[src/rtl/datapath.sv]
// datapath: PC, IR, accumulator and program memory
// for the 8-bit accumulator CPU, driven by control strobes.
module datapath #(
  parameter int AW = 5,
  parameter int DW = 8
) (
  input  logic          clock,
  input  logic          clear,
  input  logic          ir_load,
  input  logic          pc_load,
  input  logic          inmux,
  input  logic          a_load,
  input  logic          jnz_mux,
  input  logic          halt,
  input  logic [DW-1:0] in_data,
  input  logic          prog_we,
  input  logic [AW-1:0] prog_addr,
  input  logic [DW-1:0] prog_data,
  output logic [DW-1:0] ir,
  output logic          an_0,
  output logic [DW-1:0] a_out,
  output logic [AW-1:0] pc_out,
  output logic          halted
);

  logic [DW-1:0] mem [2**AW];
  logic [AW-1:0] pc;
  logic [DW-1:0] acc;
  logic [AW-1:0] pc_next;
  logic [DW-1:0] acc_next;

  // Loader port is free-running: usable during clear and halt.
  always_ff @(posedge clock) begin
    if (prog_we)
      mem[prog_addr] <= prog_data;
  end

  always_comb begin
    pc_next  = jnz_mux ? ir[AW-1:0] : pc + 1'b1;
    acc_next = inmux ? in_data : acc - 1'b1;
  end

  // Fetch reads the pre-edge word, so a colliding write is not seen.
  always_ff @(posedge clock) begin
    if (clear) begin
      pc     <= '0;
      ir     <= '0;
      acc    <= '0;
      halted <= 1'b0;
    end else begin
      halted <= halt;
      if (!halt) begin
        if (ir_load)
          ir <= mem[pc];
        if (pc_load)
          pc <= pc_next;
        if (a_load)
          acc <= acc_next;
      end
    end
  end

  assign an_0   = |acc;
  assign a_out  = acc;
  assign pc_out = pc;

endmodule
[config.mk]
export PLATFORM = sky130hd
export DESIGN_NAME = datapath
export DESIGN_NICKNAME = d
export VERILOG_FILES = /design/src/rtl/datapath.sv
export SDC_FILE = /design/constraint.sdc
export NUM_CORES = 1
export LEC_CHECK = 0
export ABC_AREA = 1
export BUFFER_PORTS_ARGS = -buffer_cell sky130_fd_sc_hd__buf_4
export CAP_MARGIN = 30
export CORE_MARGIN = 8
export CORE_UTILIZATION = 55
export DETAILED_ROUTE_END_ITERATION = 6
export HOLD_SLACK_MARGIN = 0.06
export PLACE_DENSITY = 0.84
export SYNTH_ARGS = -nofsm -noshare
export SYNTH_HDL_FRONTEND = slang
export SYNTH_SLANG_ARGS = --single-unit
[constraint.sdc]
create_clock -name clock -period 1.4 [get_ports clock]
set_clock_uncertainty 0.1 [all_clocks]
set_input_delay 0.07 -clock clock [delete_from_list [all_inputs] [get_ports clock]]
set_output_delay 0.07 -clock clock [all_outputs]
set_load 0.05 [all_outputs]
==> results.ini <==
[worst_setup_path]
cp_data_required_time_ns = 1.76
ff2ff_setup_slack_ns = -0.43
critPathKind = flip-flop to flip-flop
reg2reg_to = ir[0]
r2r_cells = 11
regToRegStartpoint = pc_out[0]
path_max_fanout = 7
cp-end-kind = flip-flop
worst_ep_arrival_time_ns = 2.20
cp-start-kind = flip-flop

[placement]
dp_slack_ns = -0.388
io_buffers = 52
hpwl_um = 18500
placed_cell_area_sq_um = 12900
place.gp.congestion = 0.912
dp.cells = 1451

[power]
total_power_mw = 18.5
vdd_drop_max_v = 0.000975
powerDensity_nw_per_um2 = 1260
p_leak_nw = 5.71

[timing]
period_needed_ns = 1.83
finalHoldViolCount = 0
slew_headroom_pct = 70.9
tightestPinTransition_ns = 0.437
drv_slew = 0
fmax_mhz = 546
setup_viol = 16
period_share_pct = 131
fin_ws_ns = -0.433
worst_hold_slack_ns = 0.0952
finalSetupTns_ns = -4.15
grt_setup_unrepaired = true

[clocking]
clk_path_buf_depth = 3
cts_inserted_buffers = 27
cts_max_level = 1
clkTransAtPathRegs_ns = 0.07
cts_root_buf = clkbuf_16
cts_sinks = 278
cts_tree = done
clock_latency_ns = 0.55

[global_routing]
grt-ovfl-total = 0
antenna_found_initial = 0
grt_max_degree = 35
grt_pass1_vias = 8943
grt_usage_pct = 24.6
grt_pass1_wl_um = 50100

[hold_path]
hp-class = input port to flip-flop
hold-path-cell-count = 4
hold_end = mem[9][3]
worstHoldStart = prog_addr[3]

[floorplan]
die_height_um = 162
die_area_sq_um = 26100
initial_utilization_pct = 55.7
coreArea_sq_um = 21000
die-width_um = 162
rows = 53
io_pins = 53

[final_layout]
regArea_sq_um = 8150
multi_input_area_sq_um = 3390
layout.nets = 1284
nFillCells = 1268
syn_to_final_growth_pct = 26.1
layout-drive-gt1-share_pct = 21.5
final_cell_area_sq_um = 14700
antenna_cells = 0
mostFrequentLayoutCells = nand2_1 (309), edfxtp_1 (256), nor2_1 (140)
fin_util_pct = 70.3
layout_commonest_cell = nand2_1
stdcell_count = 1547

[logic_synthesis]
synthCells = 1105
yosysWarnings = 0
syn_nets = 1138
avgSynthCellArea_sq_um = 10.6
synth_seq_cells = 278
synth_cell_types = 26
yosysSeqAreaShare_pct = 69.6
netlist_area_sq_um = 11700

[run_status]
failed_checks = DRC, setup timing
status = complete, but fails checks

[routing]
wl_met3_um = 4690
via_per_inst = 6.11
vias = 9456
firstDrtPassIters = 7
drt-total-wl_um = 34600
drt.antenna.violating_nets = 0
wire_per_inst_um = 22.3
drc = 1
wl_met1_um = 11600
routed.top_layer = met4
drt-initial-drc-count = 1654
route.met2.wl_um = 16200

[flow_run]
maxCapViolCount = 0

==> worst max-delay path, cell delays in order (launching register included) <==
cell and delay (ns):
dfxtp_4 0.41, buf_12 0.16, buf_8 0.12, buf_6 0.11, nor2_4 0.06, nor2_4 0.13
o21ai_2 0.09, nand3_1 0.11, nand3_2 0.12, nand2_2 0.11, nand3_2 0.07, a21oi_2 0.16
==> worst max path at each step <==
| stage | startpoint | endpoint | slack, ns | depth (start not counted) |
|---|---|---|---|---|
| 3_5_place_dp | pc_out[0] | ir[7] | -0.39 | 10 |
| 3_3_place_gp | pc_out[0] | ir[4] | -0.29 | 10 |
| 2_1_floorplan | pc_out[0] | ir[1] | -0.18 | 12 |
| 6_report | pc_out[0] | ir[0] | -0.43 | 11 |
| 5_1_grt | pc_out[0] | ir[1] | -0.52 | 10 |
| 4_1_cts | pc_out[0] | ir[2] | -0.26 | 9 |
==> synthesized netlist by cell type <==
| master | count | area, sq um |
|---|---|---|
| ha_1 | 3 | 37.5 |
| edfxtp_1 | 256 | 7690 |
| inv_1 | 56 | 210 |
| a21oi_1 | 38 | 190 |
| o21ai_1 | 1 | 5.00 |
| nor2_1 | 155 | 582 |
| nand4_1 | 1 | 6.26 |
| nand2_1 | 324 | 1220 |
| xor2_1 | 2 | 17.5 |
| nor3_1 | 2 | 10.0 |
| o21ai_0 | 48 | 240 |
| or2_2 | 1 | 6.26 |
| buf_6 | 2 | 22.5 |
| o31ai_1 | 1 | 7.51 |
| clkbuf_1 | 15 | 56.3 |
| a31oi_1 | 2 | 12.5 |
| clkinv_1 | 1 | 3.75 |
| a221oi_1 | 3 | 26.3 |
| dfxtp_1 | 22 | 440 |
| buf_4 | 10 | 75.1 |
| a211oi_1 | 5 | 37.5 |
| nand3_1 | 128 | 641 |
| buf_2 | 25 | 125 |
| inv_4 | 1 | 6.26 |
| buf_1 | 1 | 3.75 |
| inv_2 | 2 | 7.51 |
==> cell type report <==
cell class | instances | share of cell area (%)
repair buffers | 170 | 11.9
multi-input cells | 714 | 23.0
flip-flops and latches | 278 | 55.4
clock inverters | 15 | 0.977
inverters | 60 | 1.61
clock buffers | 35 | 4.79
well taps | 275 | 2.34
==> per-layer routing <==
| metal | track usage [%] | vias up |
|---|---|---|
| met5 | 0 | - |
| met4 | 12.5 | 0 |
| met3 | 5.24 | 177 |
| met2 | 40.4 | 844 |
| met1 | 30.5 | 4398 |
| li1 | - | 4037 |
==> state kept, by name (all words and copies together), names as in the netlist <==
register / cells
halted: 1
pc_out: 5
a_out: 8
mem: 256
ir: 8
==> where the power goes <==
part	internal [mW]	total (mW)	switching, mW
clock network	4.09	7.15	3.06
registers	9.19	9.27	0.0771
logic	0.749	2.08	1.33
==> kinds of logic (layout without fill, tap and decap cells) <==
kind of cell | Yosys count | after routing | share of synthesized area (%)
flops | 278 | 278 | 69.6
xor+xnor | 2 | 2 | 0.150
compound gates | 98 | 98 | 4.45
fa+ha+maj | 3 | 3 | 0.322
simple gates | 611 | 611 | 21.1
buf+inv | 113 | 280 | 4.37
==> what timing repair did <==
action	in CTS	in global routing
gates cloned	4	0
gates resized for setup	71	75
pin swaps	24	31
setup buffers	12	8
setup endpoints to repair	16	22
endpoints found under the hold margin	278	0
hold buffers	26	0
Power figures use the tool's default switching activity.
